--- config.mk ---
export PLATFORM = sky130hd
export DESIGN_NAME = lif_synapse_drive
export DESIGN_NICKNAME = d
export VERILOG_FILES = /design/src/rtl/lif_pkg.sv /design/src/rtl/syn_weight_bank.sv /design/src/rtl/lif_synapse_drive.sv
export SDC_FILE = /design/constraint.sdc
export NUM_CORES = 1
export LEC_CHECK = 0
export CORE_MARGIN = 2
export CORE_UTILIZATION = 60
export DETAILED_ROUTE_END_ITERATION = 8
export PLACE_DENSITY = 0.87
export SKIP_CTS_REPAIR_TIMING = 1
export SYNTH_ARGS = -nofsm -noshare
export SYNTH_HDL_FRONTEND = slang
export SYNTH_HIERARCHICAL = 1
export SYNTH_SLANG_ARGS = --single-unit
--- constraint.sdc ---
create_clock -name clk -period 10.6 [get_ports clk]
set_input_delay 2.12 -clock clk [delete_from_list [all_inputs] [get_ports clk]]
set_output_delay 2.12 -clock clk [all_outputs]
set_load 0.01 [all_outputs]
--- src/rtl/lif_pkg.sv ---
// Shared definitions for the LIF neuron node: default widths, default leak
// shift, the synaptic weight type and its reset value.
// Build macro: SYN_INHIB_EN selects signed (inhibitory-capable) weights.
package lif_pkg;

   localparam int LIF_N_SYN       = 4;
   localparam int LIF_W_W         = 4;
   localparam int LIF_CUR_W       = 8;
   localparam int LIF_DECAY_SHIFT = 3;

`ifdef SYN_INHIB_EN
   typedef logic signed [LIF_W_W-1:0] syn_w_t;
`else
   typedef logic [LIF_W_W-1:0] syn_w_t;
`endif

   localparam syn_w_t SYN_W_RST = syn_w_t'(1);

endpackage

--- src/rtl/syn_weight_bank.sv ---
// Per-synapse weight register file. One write port, all weights read out
// flat so the adder in the top level can see every synapse at once.
module syn_weight_bank
   import lif_pkg::*;
#(
   parameter int N_SYN = LIF_N_SYN,
   parameter int W_W   = LIF_W_W
) (
   input  logic                   clk,
   input  logic                   rst_n,
   input  logic                   w_load,
   input  logic [1:0]             w_sel,
   input  logic [W_W-1:0]         w_data,
   output logic [N_SYN*W_W-1:0]   o_w_flat
);

   localparam logic [W_W-1:0] W_RST = W_W'(SYN_W_RST);

   logic [W_W-1:0] r_w [N_SYN];

   // Weight storage: reset to +1, write the selected entry on w_load.
   always_ff @(posedge clk or negedge rst_n) begin
      if (!rst_n) begin
         for (int k = 0; k < N_SYN; k++) begin
            r_w[k] <= W_RST;
         end
      end else if (w_load) begin
         for (int k = 0; k < N_SYN; k++) begin
            if (w_sel == 2'(k)) begin
               r_w[k] <= w_data;
            end
         end
      end
   end

   for (genvar g = 0; g < N_SYN; g++) begin : g_flat
      assign o_w_flat[g*W_W +: W_W] = r_w[g];
   end

endmodule

--- src/rtl/lif_synapse_drive.sv ---
// Synaptic front end of the LIF node: rising-edge detect on each spike line,
// weighted sum of edges, exponential leak with a floor of 1, clamp, and an
// accepted-edge counter.
// Build macro: SYN_INHIB_EN enables signed weights and the clamp at zero.
module lif_synapse_drive
   import lif_pkg::*;
#(
   parameter int N_SYN       = LIF_N_SYN,
   parameter int W_W         = LIF_W_W,
   parameter int CUR_W       = LIF_CUR_W,
   parameter int DECAY_SHIFT = LIF_DECAY_SHIFT
) (
   input  logic              clk,
   input  logic              rst_n,
   input  logic [N_SYN-1:0]  spike_in,
   input  logic              w_load,
   input  logic [1:0]        w_sel,
   input  logic [W_W-1:0]    w_data,
   input  logic              hold,
   output logic [CUR_W-1:0]  current,
   output logic              sat,
   output logic [7:0]        ev_cnt
);

   // Two guard bits cover both the 255 + 60 overshoot and a negative result.
   localparam int SW = CUR_W + 2;
   localparam logic signed [SW-1:0] C_MAX = SW'((1 << CUR_W) - 1);

   logic [N_SYN-1:0]        r_spike_q;
   logic [CUR_W-1:0]        r_cur;
   logic                    r_sat;
   logic [7:0]              r_ev;

   logic [N_SYN*W_W-1:0]    w_w_flat;
   logic [N_SYN-1:0]        w_edge;
   logic [7:0]              w_edge_cnt;
   logic signed [SW-1:0]    w_sum;
   logic [CUR_W-1:0]        w_leak_raw;
   logic [CUR_W-1:0]        w_leak_fl;
   logic signed [SW-1:0]    w_cur_ext;
   logic signed [SW-1:0]    w_leak;
   logic signed [SW-1:0]    w_next;
   logic [CUR_W-1:0]        w_cur_d;
   logic                    w_sat_d;

   syn_weight_bank #(
      .N_SYN (N_SYN),
      .W_W   (W_W)
   ) u_bank (
      .clk      (clk),
      .rst_n    (rst_n),
      .w_load   (w_load),
      .w_sel    (w_sel),
      .w_data   (w_data),
      .o_w_flat (w_w_flat)
   );

   assign w_edge = spike_in & ~r_spike_q;

   // Weighted sum of this cycle's edges and the number of edges.
   always_comb begin
      w_sum      = '0;
      w_edge_cnt = '0;
      for (int k = 0; k < N_SYN; k++) begin
         if (w_edge[k]) begin
`ifdef SYN_INHIB_EN
            w_sum = w_sum + {{(SW-W_W){w_w_flat[k*W_W+W_W-1]}}, w_w_flat[k*W_W +: W_W]};
`else
            w_sum = w_sum + {{(SW-W_W){1'b0}}, w_w_flat[k*W_W +: W_W]};
`endif
            w_edge_cnt = w_edge_cnt + 8'd1;
         end
      end
   end

   // Leak with a floor of 1 so a small non-zero current always reaches 0.
   always_comb begin
      w_leak_raw = r_cur >> DECAY_SHIFT;
      w_leak_fl  = w_leak_raw;
      if ((r_cur != '0) && (w_leak_raw == '0)) begin
         w_leak_fl = CUR_W'(1);
      end
   end

   assign w_cur_ext = {2'b00, r_cur};
   assign w_leak    = {2'b00, w_leak_fl};
   assign w_next    = w_cur_ext - w_leak + w_sum;

   // Clamp the candidate current and flag any clipping.
   always_comb begin
      w_cur_d = w_next[CUR_W-1:0];
      w_sat_d = 1'b0;
      if (w_next > C_MAX) begin
         w_cur_d = '1;
         w_sat_d = 1'b1;
      end
`ifdef SYN_INHIB_EN
      else if (w_next < 0) begin
         w_cur_d = '0;
         w_sat_d = 1'b1;
      end
`endif
   end

   // State update: edge history always tracks, the rest freezes under hold.
   always_ff @(posedge clk or negedge rst_n) begin
      if (!rst_n) begin
         r_spike_q <= '0;
         r_cur     <= '0;
         r_sat     <= 1'b0;
         r_ev      <= '0;
      end else begin
         r_spike_q <= spike_in;
         if (!hold) begin
            r_cur <= w_cur_d;
            r_sat <= w_sat_d;
            r_ev  <= r_ev + w_edge_cnt;
         end
      end
   end

   assign current = r_cur;
   assign sat     = r_sat;
   assign ev_cnt  = r_ev;

endmodule

# After elaboration in Yosys (flattened, before gate mapping)
# Cells that the tools add are included.
[totals]
reg_bits = 37
inputBits = 14
output_inout_bits = 17
elab_cells = 42
[op_classes]
add_sub_neg = 9
n_lt_le_gt_ge = 1
n_eq_ne = 3
muxes = 11
n_bitwise = 2
reduce_logical = 8
[ops]
columns = ["cell", "count"]
rows = [
  ["2-to-1 mux 8 bit", 4],
  ["adder 10 x 4 -> 10 bit", 3],
  ["2-to-1 mux 10 bit", 3],
  ["adder 8 x 1 -> 8 bit (second input constant)", 3],
  ["adder 9 x 10 -> 10 bit", 1],
  ["> comparator 10 x 9 -> 1 bit (second input constant)", 1],
  ["subtractor 8 x 5 -> 9 bit", 1],
  ["adder 8 bit", 1],
  ["zero test 8 bit", 1],
  ["AND reduction 2 bit", 4],
  ["nonzero test 8 bit", 1],
  ["2-to-1 mux 5 bit", 1],
  ["AND 4 bit", 1],
  ["== test 2 bit (second input constant)", 2],
  ["2-to-1 mux 4 bit", 1],
  ["inverter 4 bit", 1],
  ["== test 2 x 1 -> 1 bit (second input constant)", 1],
  ["zero test 2 bit", 1],
  ["2-to-1 mux 1 bit", 2],
  ["logical AND 1 bit", 1],
]

# Depth between registers and ports, before layout
# Gate-level depths: netlist of the first run.
[depth]
depth_word = 12
depth_mapped = 27
ltp_nobuf = 27

# Cells and area by module
# Netlist of the first run, hierarchy kept.
[by_module_without_submodules]
columns = ["module", "n_inst", "cells_per_inst", "area_each_um2", "seq_area_each_um2"]
rows = [
  ["lif_synapse_drive", 1, 261, 2298.5, 525.5],
  ["syn_weight_bank", 1, 36, 624.3, 405.4],
]

# Worst setup path before layout of the first run
# OpenSTA, ideal clock, no wires.
[synth_path]
path_kind = "in2reg"
startpoint = "input port spike_in[0]"
endpoint = "register r_cur[4], in the netlist current[4]"
setup_time_ps = 144
arrival_time_ps = 6851
required_ps = 10456
path_slack_ps = 3605
path_stages = 26
path_buffers = 0
cell_sequence = "nor2b_1 > nand2_1 > inv_1 > ha_1 > inv_1 > fa_1 > o21ai_0 > ha_1 > a21o_1 > a21oi_1 > xnor2_1 > nor2_1 > a2bb2oi_1 > inv_1 > ha_1 > nand2_1 > o21ai_0 > mux2_2 > a22o_1 > ha_1 > a21oi_2 > inv_2 > o311ai_2 > and3b_1 > o211ai_4 > o311ai_1"
[synth_via]
elab_chain_len = 11
[synth_lines]
columns = ["element", "line_no", "source"]
rows = [
  ["from (decl)", "lif_synapse_drive.sv:15", "input logic [N_SYN-1:0] spike_in,"],
  ["AND 4 bit *", "lif_synapse_drive.sv:58", "assign w_edge = spike_in & ~r_spike_q;"],
  ["2-to-1 mux 4 bit *", "lif_synapse_drive.sv:65", "if (w_edge[k]) begin"],
  ["adder 10 x 4 -> 10 bit", "lif_synapse_drive.sv:69", "w_sum = w_sum + {{(SW-W_W){1'b0}}, w_w_flat[k*W_W +: W_W]};"],
  ["2-to-1 mux 10 bit *", "lif_synapse_drive.sv:65", ""],
  ["adder 10 x 4 -> 10 bit", "lif_synapse_drive.sv:69", ""],
  ["2-to-1 mux 10 bit *", "lif_synapse_drive.sv:65", ""],
  ["adder 10 x 4 -> 10 bit", "lif_synapse_drive.sv:69", ""],
  ["2-to-1 mux 10 bit *", "lif_synapse_drive.sv:65", ""],
  ["adder 9 x 10 -> 10 bit *", "lif_synapse_drive.sv:87", "assign w_next = w_cur_ext - w_leak + w_sum;"],
  ["> comparator 10 x 9 -> 1 bit", "lif_synapse_drive.sv:93", "if (w_next > C_MAX) begin"],
  ["2-to-1 mux 8 bit *", "lif_synapse_drive.sv:93", ""],
  ["to (signal assigned)", "lif_synapse_drive.sv:115", "r_cur <= w_cur_d;"],
  ["to (decl)", "lif_synapse_drive.sv:30", "logic [CUR_W-1:0] r_cur;"],
]
# Mark *: on every way between the ends. The rest lies on a longest branch, timed or not.
# A chain may end at the register's enable or synchronous reset.

# Final worst setup path of the first run
# Same ends and word-level chain as after synthesis.

==> reports/results.md, run 1 <==
| Metric | Value | Unit |
| --- | --- | --- |
| Status | finished clean | - |
| Largest vdd supply drop | 0.1865 | mV |
| Predominant post-synthesis flop cell | dfrtp_1 | - |
| Pwr/cell area | 311.8 | nW/um^2 |
| Final hold violation count | 0 | - |
| Hold/Removal Path Class | register to register | - |
| Leading cell types by total area after synthesis | dfrtp_1 28%, ha_1 13%, mux2_2 9.2% | - |
| Hold slack | 0.4933 | ns |
| Arr. time, crit path | 8.12 | ns |
| Mapped Area | 2923 | um^2 |
| Antenna violations before repair | 0 | - |
| Biggest fanout along the worst timing path | 8 | - |
| 1st-iter DRT viols | 116 | - |
| Count of placed standard cells including taps | 389 | - |
| Number of fill cells in the layout | 347 | - |
| Die Outline Area | 5446 | um^2 |
| Area of the multi-input gates | 1897 | um^2 |
| Data required time of the worst path | 10.76 | ns |
| Detailed placement HPWL | 4718 | um |
| Cell mode on critical path | ha_1 | - |
| First-pass GRT wire length | 10,560 | um |
| Critical path buffers and inverters | 5 | - |
| Aggregate negative setup slack | 0 | ns |
| CP Launch Type | input port | - |
| Final period util | 75.06 | % |
| Die span in y | 73.80 | um |
| Number of max-slew violations in the final report | 0 | - |
| Via total after detailed routing | 2,320 | - |
| Input/output buffers | 30 | - |
| Kind of end point of the critical path | register | - |
| Clock latency at the later pin of the worst-skew pair | 0.31 | ns |
| Net count reported at finish | 379 | - |
| Largest net degree at the start of global routing | 38 | - |
| Crit path kind | input port to register | - |
| Residual DRC | 0 | - |
| Standby leakage power | 1.543 | nW |
| Post-synth top cells | 33 x dfrtp_1, 30 x ha_1, 26 x nand2_1, 24 x mux2_2, 19 x nor2_1 | - |
| Worst clock skew | 0.01187 | ns |
| Number of standard cells after synthesis | 297 | - |
| Critical path startpoint | spike_in[0] | - |
| Relative area change from synthesis to final layout | 16.22 | % |
| Worst Tran Pin Value | 0.8533 | ns |
| GRT Overall Usage | 25.55 | % |
| Per-cell via count in the routed design | 5.844 | - |
| Number of cells on the worst reg-to-reg path | 26 | - |
| Register bit count reported by yosys | 37 | - |
| WL per Instance | 15.86 | um |
| Clock transition time at the flip-flop clock pins of the worst setup and hold paths | 0.08 | ns |
| Horiz. Die Dim | 73.80 | um |
| Count of flip-flops with a built-in enable after synthesis | 0 | - |
| Critical register-to-register path endpoint | current[4] | - |
| Synth Net Count | 347 | - |
| Count of cell instances traversed by the critical path | 27 | - |
| Most used standard cell by instance count after synthesis | dfrtp_1 | - |
| Number of buffers on the longest clock path | 2 | - |
| CP Capture Point | current[4] | - |
| Fraction of synthesized cell area taken by the top area cell type | 28.25 | % |
| Fraction of layout instances using a drive strength above 1 | 13.64 | % |
| Row count | 25 | - |
| Fraction of the yosys area taken by sequential cells | 31.85 | % |
| DRT Wirelength | 6295 | um |
| CORE AREA | 4723 | um^2 |
| Top achievable clock speed | 125.7 | MHz |
| Initial Utilization | 61.88 | % |
| Count of different cell masters after synthesis | 49 | - |
| Non-filler instance count after layout | 397 | - |
| Number of diodes | 0 | - |
| Crit path max-delay cell type | clkdlybuf4s50_1 | - |
| Share of synthesized flip-flops with an asynchronous set or reset | 100.0 | % |
| Number of top-level design ports | 31 | - |
| Unrepaired setup endpoints after global routing | false | - |
| Number of endpoints failing setup at the final stage | 0 | - |
| CTS root buffer | clkbuf_8 | - |
| First-pass iteration count of the detailed router | 4 | - |
| Leading area contributor after synthesis | dfrtp_1 | - |
| Largest stage delay on the critical path | 0.49 | ns |
| Total of warnings raised by yosys | 6 | - |
| Delay-heaviest family, CP | compound AO/OA/AOI/OAI gates | - |
| Number of maximum-capacitance constraint violations | 0 | - |
| Sequential Area | 930.9 | um^2 |
| Clock sink count | 37 | - |
| Reg-to-reg startpoint | r_spike_q[0] | - |
| Number of global-route vias before repair | 2,372 | - |
| Setup slack, reg-to-reg | 4.59 | ns |
| TritonCTS Buffers | 5 | - |
| Overall overflow remaining after global route | 0 | - |
| Final Wtd Congestion | 0.8706 | - |
| CTS tree | done | - |
| Worst rel slew slack | 43.00 | % |
| Post-Syn Area per Cell | 9.841 | um^2 |
| Fin crit period | 7.956 | ns |
| Htree depth | 2 | - |
| ANT nets after route | 0 | - |
-- cells in the final DEF (no fill, tap or decap), drive strengths merged, types with 2 or more instances in the layout --
cell type      instances
nand3                  7
o211a                  2
xnor2                 16
dfstp                  4
o21a                   3
and2                   3
mux2i                  4
inv                   19
clkbuf                 5
nor4b                  2
a211oi                 5
o21ai                 17
xor2                  11
o311ai                 2
nand3b                 3
fa                     6
nor2b                  8
mux2                  24
and3                   2
o211ai                 4
ha                    30
a21oi                 11
a21o                   8
nand2                 26
o31ai                  2
clkinv                 2
clkdlybuf4s50         29
nor2                  19
nor3                   7
dfrtp                 33
-- kinds of logic after synthesis --
kind of cell	after synthesis	share of synthesized area (%)
AOI/OAI and AO/OA	62	15.41
xor gates and xnor gates	27	8.091
adders and majority gates	36	16.95
buffers and inverters	25	3.253
DFF	37	31.85
muxes	28	10.62
other	1	0.1283
and+or+nand+nor	81	13.70
-- sequential cells by signal (all words and copies together) (netlist names) --
name and count:
ev_cnt 8, r_spike_q 4, u_bank/o_w_flat 16, current 8, sat 1
-- power breakdown --
| part | total [mW] | switching [mW] | internal (mW) |
|---|---|---|---|
| clock | 0.129 | 0.0581 | 0.0705 |
| sequential | 0.234 | 0.0443 | 0.190 |
| combinational | 0.697 | 0.370 | 0.327 |
-- worst register-to-register path, stage by stage, from the launching register on --
cell       delay (ns)
dfrtp_1          0.39
nor2b_1          0.31
nand2_1          0.13
inv_1            0.07
ha_1             0.16
inv_1            0.06
fa_1             0.42
o21ai_0          0.41
ha_1             0.32
a21o_1           0.20
a21oi_1          0.19
xnor2_1          0.09
nor2_1           0.09
a2bb2oi_1        0.20
inv_1            0.07
ha_1             0.32
nand2_1          0.06
o21ai_0          0.27
mux2_2           0.37
a22o_1           0.18
ha_1             0.21
a21oi_2          0.20
inv_2            0.07
o311ai_2         0.38
and3b_1          0.26
o211ai_4         0.30
o311ai_1         0.15
-- through the flow --
step | power, mW | setup slack, ns | cell area, um^2 | util (%)
after floorplan | 0.7332 | 3.605 | 2923 | -
after global placement | 0.8876 | 2.745 | 3282 | 69.48
after detailed placement | 0.9189 | 2.393 | 3282 | 69.48
after CTS | 1.057 | 2.669 | 3397 | 71.92
after global routing | 1.150 | 2.294 | 3397 | 71.92
final | 1.059 | 2.644 | 3397 | 71.92
-- routing by layer --
layer | part of all wire [%] | GRT usage, % | up-vias
li1 | - | - | 1118
met1 | 45 | 32.20 | 1140
met2 | 49 | 42.16 | 49
met3 | 4.4 | 5.487 | 13
met4 | 2.0 | 10.91 | 0
met5 | 0 | 0 | -
-- layout make-up --
class	instances	area share, %
clock buffer	5	2.026
tap	67	2.468
multi-input combinational	235	55.84
clock inverter	3	1.363
sequential	37	27.40
timing repair buffer	30	8.692
inverter	20	2.210
-- how the worst min path moves through the flow --
stage | startpoint | to | slack (ns) | cells past startpoint
after CTS | sat | sat | 0.50 | 2
after global placement | ev_cnt[7] | ev_cnt[7] | 0.46 | 1
final | sat | sat | 0.49 | 2
after detailed placement | ev_cnt[6] | ev_cnt[6] | 0.49 | 1
after global routing | ev_cnt[7] | ev_cnt[7] | 0.53 | 1
after floorplan | u_bank/o_w_flat[1] | u_bank/o_w_flat[1] | 0.47 | 1
Power figures use the tool's default switching activity.
==> run 2: changes to the inputs <==
--- a/config.mk
+++ b/config.mk
@@ -6,9 +6,9 @@
 export NUM_CORES = 1
 export LEC_CHECK = 0
 export CORE_MARGIN = 2
-export CORE_UTILIZATION = 60
+export CORE_UTILIZATION = 52
 export DETAILED_ROUTE_END_ITERATION = 8
-export PLACE_DENSITY = 0.87
+export PLACE_DENSITY = 0.8
 export SKIP_CTS_REPAIR_TIMING = 1
 export SYNTH_ARGS = -nofsm -noshare
 export SYNTH_HDL_FRONTEND = slang
==> constraint.sdc (replaced) <==
create_clock -name clk -period 6.7 [get_ports clk]
set_input_delay 1.34 -clock clk [delete_from_list [all_inputs] [get_ports clk]]
set_output_delay 1.34 -clock clk [all_outputs]
set_load 0.01 [all_outputs]
==> run 2 against run 1 <==
Count of clock-buffer cells in the layout is 1 higher. Die area grew 15%. Sequential power is 59% higher. Utilization down 7.0 points. Largest power group unchanged. Worst hold slack worse by 0.023 ns. Final area grew 4.5%. Sequential cell count is the same.
==> reports/results.md, run 2 (synthesis gave the netlist of run 1 again) <==
| Metric | Value | Unit | Delta |
| --- | --- | --- | --- |
| Data required time of the worst path | 6.86 | ns | -3.90 ns |
| Psw | 777.5 | uW | +64% |
| Hold slack | 0.4701 | ns | -0.02321 ns |
| Flip-flop count of the largest register after layout | 16 | - | unchanged |
| CTS tree | done | - |  |
| Largest stage delay on the critical path | 0.50 | ns | about the same |
| Clock sink count | 37 | - | unchanged |
| Hold depth | 1 | - | -1 |
| Number of buffers on the longest clock path | 2 | - | unchanged |
| CP Launch Type | input port | - |  |
| Most frequent cells in the layout | 33 x dfrtp_1, 30 x ha_1, 29 x clkdlybuf4s50_1, 26 x nand2_1, 24 x mux2_2 | - |  |
| Net count reported at finish | 393 | - | +3.7% |
| Row count | 27 | - | +8.0% |
| Die span in y | 78.97 | um | +7.0% |
| Initial Utilization | 53.41 | % | -8.5 points |
| First-pass GRT wire length | 10,830 | um | +2.5% |
| Number of top-level design ports | 31 | - | unchanged |
| Per-cell via count in the routed design | 5.663 | - | -3.1% |
| Sequential Area | 930.9 | um^2 | unchanged |
| TritonCTS Buffers | 5 | - | unchanged |
| Power Internal | 1.014 | mW | +73% |
| Detailed placement HPWL | 4822 | um | +2.2% |
| Sum of internal, switching and leakage power | 1.791 | mW | +69% |
| Power share of the combinational group | 67.6 | % | +1.8 points |
| Number of endpoints failing setup at the final stage | 0 | - | unchanged |
| First-pass iteration count of the detailed router | 4 | - | unchanged |
| Htree depth | 2 | - | unchanged |
| Status | finished clean | - |  |
| Worst clock skew | 0.007592 | ns | -0.004275 ns |
| Clock latency at the later pin of the worst-skew pair | 0.30 | ns | about the same |
| Number of maximum-capacitance constraint violations | 0 | - | unchanged |
| Most common cell after layout, fill and taps aside | dfrtp_1 | - |  |
| Final hold violation count | 0 | - | unchanged |
| Horiz. Die Dim | 78.97 | um | +7.0% |
| Crit path kind | input port to register | - |  |
| Setup slack, reg-to-reg | 1.43 | ns | -3.16 ns |
| Clock transition time at the flip-flop clock pins of the worst setup and hold paths | 0.08 | ns | about the same |
| Number of max-slew violations in the final report | 0 | - | unchanged |
| Relative area change from synthesis to final layout | 21.49 | % |  |
| Worst rel slew slack | 43.61 | % | +0.61 points |
| Residual DRC | 0 | - | unchanged |
| Final Wtd Congestion | 0.8459 | - | -2.8% |
| Area of the multi-input gates | 1934 | um^2 | +2.0% |
| Sequential fraction of design power | 20.7 | % | -1.4 points |
| Input/output buffers | 30 | - | unchanged |
| WL per Instance | 15.65 | um | -1.3% |
| Clock Power Share | 11.7 | % | -0.4 points |
| CTS root buffer | clkbuf_8 | - |  |
| Worst Tran Pin Value | 0.8441 | ns | -0.009126 ns |
| Die Outline Area | 6236 | um^2 | +15% |
| Largest vdd supply drop | 0.3019 | mV | +62% |
| Standby leakage power | 1.624 | nW | +5.2% |
| Largest net degree at the start of global routing | 38 | - | unchanged |
| CORE AREA | 5473 | um^2 | +16% |
| Cell mode on critical path | ha_1 | - |  |
| Number of diodes | 0 | - | unchanged |
| Non-filler instance count after layout | 416 | - | +4.8% |
| Biggest fanout along the worst timing path | 8 | - | unchanged |
| Number of cells on the worst reg-to-reg path | 26 | - | unchanged |
| GRT Overall Usage | 21.98 | % | -3.6 points |
| Via total after detailed routing | 2,356 | - | +1.6% |
| Final period util | 96.13 | % |  |
| Number of global-route vias before repair | 2,392 | - | +0.84% |
| 1st-iter DRT viols | 143 | - | +23% |
| Overall overflow remaining after global route | 0 | - | unchanged |
| Number of fill cells in the layout | 445 | - | +28% |
| Pwr/cell area | 504.4 | nW/um^2 | +62% |
| Antenna violations before repair | 0 | - | unchanged |
| Top achievable clock speed | 155.3 | MHz |  |
| Fraction of layout instances using a drive strength above 1 | 19.19 | % | +5.5 points |
| Fin crit period | 6.440 | ns |  |
| Crit path max-delay cell type | clkdlybuf4s50_1 | - |  |
| Kind of end point of the critical path | register | - |  |
| ANT nets after route | 0 | - | unchanged |
| Hold/Removal Path Class | register to register | - |  |
| Net switching fraction of the power | 43.41 | % | -1.2 points |
| Arr. time, crit path | 6.60 | ns | -1.52 ns |
| Count of placed standard cells including taps | 404 | - | +3.9% |
| DRT Wirelength | 6511 | um | +3.4% |
run 2: through the flow:
stage / utilization (%) / setup WS, ns / setup TNS [ns] / instance area (um^2)
CTS: 63.65 / 0.1350 / 0 / 3483
floorplan: - / 0.4848 / 0 / 2923
global route: 64.88 / -0.03979 / -0.1501 / 3551
detailed placement: 61.45 / -0.1542 / -0.8658 / 3363
finish: 64.88 / 0.2595 / 0 / 3551
global placement: 61.45 / 0.06650 / 0 / 3363
run 2: cell type report:
cell class                 instances  share of cell area [%]
timing repair buffer              44                   11.28
inverter                          20                   2.114
clock buffer                       6                   2.326
tap                               72                   2.537
multi-input combinational        235                   54.48
sequential                        37                   26.22
clock inverter                     2                   1.057
run 2: layer usage:
| metal | vias to the layer above | track usage (%) | part of all wire [%] |
|---|---|---|---|
| li1 | 1149 | - | - |
| met1 | 1150 | 29.14 | 45 |
| met2 | 48 | 36.61 | 50 |
| met3 | 9 | 3.750 | 3.2 |
| met4 | 0 | 7.241 | 1.7 |
| met5 | - | 0 | 0 |
run 2: path summary, 6_finish.rpt:
check | from | to
setup / recovery | spike_in[0] | current[4]
hold / removal | ev_cnt[7] | ev_cnt[7]
setup reg to reg | r_spike_q[0] | current[4]
hold reg to reg | ev_cnt[7] | ev_cnt[7]
max in group asynchronous | rst_n | r_spike_q[2]
min in group asynchronous | rst_n | ev_cnt[7]
run 2: power groups by stage:
stage	Sequential, mW	Combinational (mW)	Clock, mW
after floorplan	0.381	0.779	0
after global placement	0.372	1.08	0
after detailed placement	0.375	1.12	0
after CTS	0.371	1.15	0.210
after global routing	0.382	1.33	0.220
final	0.371	1.21	0.209
run 2: critical path, delay by kind of cell:
family,cells,cell delay [ns]
XOR/XNOR,3,0.45
AND/OR/NAND/NOR,4,0.64
multiplexers,1,0.27
AO/OA/AOI/OAI,8,1.65
buffers and inverters,6,0.99
adder cells (fa/ha/maj),5,1.26
==> run 3: changes to the inputs <==
--- a/config.mk
+++ b/config.mk
@@ -8,7 +8,7 @@
 export CORE_MARGIN = 2
 export CORE_UTILIZATION = 52
 export DETAILED_ROUTE_END_ITERATION = 8
-export PLACE_DENSITY = 0.8
+export PLACE_DENSITY = 0.74
 export SKIP_CTS_REPAIR_TIMING = 1
 export SYNTH_ARGS = -nofsm -noshare
 export SYNTH_HDL_FRONTEND = slang
==> run 3 against run 2 <==
Utilization up 0.23 points. Global-route usage down 1.1 points. Critical endpoint is now current[6]. Final cell count down 0.24%. Wire length down 5.1%. First-iteration DRC count down 11%.
==> reports/results.md, run 3 (synthesis gave the netlist of run 1 again) <==
| Metric | Value | Unit | Delta |
| --- | --- | --- | --- |
| Clock transition time at the flip-flop clock pins of the worst setup and hold paths | 0.08 | ns | about the same |
| Area of the multi-input gates | 1963 | um^2 | +1.5% |
| Worst rel slew slack | 41.19 | % | -2.4 points |
| Most frequent cells in the layout | 33 x dfrtp_1, 29 x clkdlybuf4s50_1, 27 x ha_1, 25 x nand2_1, 24 x mux2_2 | - |  |
| Power share of the combinational group | 67.2 | % | -0.4 points |
| Sequential Area | 930.9 | um^2 | unchanged |
| Die Outline Area | 6236 | um^2 | unchanged |
| Number of endpoints failing setup at the final stage | 0 | - | unchanged |
| Sequential fraction of design power | 21.4 | % | +0.7 points |
| Fraction of layout instances using a drive strength above 1 | 19.83 | % | +0.64 points |
| Row count | 27 | - | unchanged |
| Hold depth | 1 | - | unchanged |
| First-pass GRT wire length | 10,290 | um | -5.0% |
| Number of fill cells in the layout | 454 | - | +2.0% |
| Kind of end point of the critical path | register | - |  |
| Per-cell via count in the routed design | 5.537 | - | -2.2% |
| Overall overflow remaining after global route | 0 | - | unchanged |
| Residual DRC | 0 | - | unchanged |
| TritonCTS Buffers | 5 | - | unchanged |
| Number of cells on the worst reg-to-reg path | 25 | - | -3.8% |
| Number of buffers on the longest clock path | 2 | - | unchanged |
| CTS tree | done | - |  |
| Horiz. Die Dim | 78.97 | um | unchanged |
| Number of diodes | 0 | - | unchanged |
| Pwr/cell area | 486.0 | nW/um^2 | -3.7% |
| Most common cell after layout, fill and taps aside | dfrtp_1 | - |  |
| WL per Instance | 14.89 | um | -4.8% |
| Source of the worst hold timing path | ev_cnt[7] | - |  |
| GRT Overall Usage | 20.84 | % | -1.1 points |
| Number of maximum-capacitance constraint violations | 0 | - | unchanged |
| Flip-flop count of the largest register after layout | 16 | - | unchanged |
| Crit path kind | input port to register | - |  |
| Final hold violation count | 0 | - | unchanged |
| DRT Wirelength | 6181 | um | -5.1% |
| Die span in y | 78.97 | um | unchanged |
| Relative area change from synthesis to final layout | 21.92 | % |  |
| Reg-to-reg startpoint | r_spike_q[0] | - |  |
| Via total after detailed routing | 2,298 | - | -2.5% |
| Htree depth | 2 | - | unchanged |
| CP Launch Type | input port | - |  |
| Largest net degree at the start of global routing | 38 | - | unchanged |
| CTS root buffer | clkbuf_8 | - |  |
| First-pass iteration count of the detailed router | 5 | - | +1 |
| Count of placed standard cells including taps | 406 | - | +0.50% |
| Final Wtd Congestion | 0.8202 | - | -3.0% |
| Status | finished clean | - |  |
| Number of top-level design ports | 31 | - | unchanged |
| Antenna violations before repair | 0 | - | unchanged |
| Critical register-to-register path endpoint | current[6] | - |  |
| Final Util | 65.11 | % | +0.23 points |
| Largest vdd supply drop | 0.2895 | mV | -4.1% |
| Net count reported at finish | 392 | - | -0.25% |
| 1st-iter DRT viols | 127 | - | -11% |
| ANT nets after route | 0 | - | unchanged |
| Arr. time, crit path | 6.57 | ns | -0.03 ns |
| Non-filler instance count after layout | 415 | - | -0.24% |
| Worst clock skew | 0.007655 | ns | +0.00006311 ns |
| Aggregate negative setup slack | 0 | ns | unchanged |
| Input/output buffers | 30 | - | unchanged |
| Clock latency at the later pin of the worst-skew pair | 0.29 | ns | about the same |
| Psw | 751.4 | uW | -3.4% |
| CORE AREA | 5473 | um^2 | unchanged |
| Final period util | 95.85 | % | -0.27 points |
| Net switching fraction of the power | 43.39 | % | about the same |
| Hold/Removal Path Class | register to register | - |  |
| Standby leakage power | 1.614 | nW | -0.64% |
| Power Internal | 980.3 | uW | -3.3% |
| Clock sink count | 37 | - | unchanged |
| Detailed placement HPWL | 4713 | um | -2.3% |
| Setup slack, reg-to-reg | 1.43 | ns | about the same |
| Number of global-route vias before repair | 2,233 | - | -6.6% |
| Worst Tran Pin Value | 0.8804 | ns | +0.03626 ns |
| Top achievable clock speed | 155.7 | MHz | +0.28% |
| Number of max-slew violations in the final report | 0 | - | unchanged |
| Clock Power Share | 11.4 | % | -0.3 points |
| Data required time of the worst path | 6.85 | ns | about the same |
| Worst Hold End | ev_cnt[7] | - |  |
| Fin crit period | 6.422 | ns | -0.01825 ns |
| Biggest fanout along the worst timing path | 8 | - | unchanged |
| Initial Utilization | 53.41 | % | unchanged |
-- run 3: changes by cell type in the layout (fill, tap and decap cells not counted), sizes merged --
| cell | delta |
|---|---|
| buf | -1 |
| clkinv | +1 |
| clkinvlp | -1 |
-- run 3: layout make-up --
type                            count  share of cell area, %
Clock inverter                      2                  1.088
Timing Repair Buffer               43                  11.03
Sequential cell                    37                  26.12
Multi-Input combinational cell    235                  55.09
Inverter                           20                  2.107
Tap cell                           72                  2.528
Clock buffer                        6                  2.037
-- run 3: worst max-delay path by stage --
stage | end | slack, ns | startpoint
2_1_floorplan | current[4] | 0.48 | spike_in[0]
3_3_place_gp | current[5] | -0.19 | spike_in[0]
3_5_place_dp | current[4] | -0.31 | spike_in[0]
4_1_cts | current[4] | -0.06 | spike_in[0]
5_1_grt | current[6] | -0.03 | spike_in[0]
6_report | current[6] | 0.28 | spike_in[0]
-- run 3: routing by layer --
layer,vias up,track usage (%),wire (um)
met5,-,0,0
met4,0,5.862,93
met3,8,2.841,247
met2,48,32.71,2928
met1,1100,30.27,2912
li1,1142,-,-
-- run 3: per-stage QoR --
step	hold WS, ns	setup slack, ns	power [mW]	instance area [um^2]
3_3_place_gp	0.4613	-0.1903	1.459	3378
5_1_grt	0.4861	-0.02940	1.879	3563
3_5_place_dp	0.4646	-0.3106	1.483	3378
4_1_cts	0.4800	-0.05762	1.701	3490
2_1_floorplan	0.4721	0.4848	1.160	2923
6_report	0.4802	0.2778	1.732	3563
-- run 3: worst max-delay path, cell delays in order --
cell and delay, ns:
clkdlybuf4s50_1 0.50, nor2b_4 0.19, nand2_1 0.08, inv_1 0.06, ha_2 0.17, inv_1 0.05, fa_2 0.53, o21ai_1 0.09
buf_4 0.15, fa_1 0.49, mux2i_1 0.08, buf_4 0.16, fa_1 0.43, nor2b_1 0.13, o21a_1 0.13, o21ai_2 0.06
xor2_1 0.21, xnor2_1 0.15, ha_1 0.39, o21ai_0 0.11, nor2_1 0.16, o31ai_1 0.10, buf_4 0.15, and3b_2 0.21
o211ai_4 0.30, o211ai_1 0.14
-- run 3: power by group through the flow --
stage / clock, mW / sequential, mW / combinational, mW
4_1_cts: 0.200 / 0.371 / 1.13
3_3_place_gp: 0 / 0.373 / 1.09
5_1_grt: 0.206 / 0.383 / 1.29
6_report: 0.197 / 0.371 / 1.16
2_1_floorplan: 0 / 0.381 / 0.779
3_5_place_dp: 0 / 0.374 / 1.11
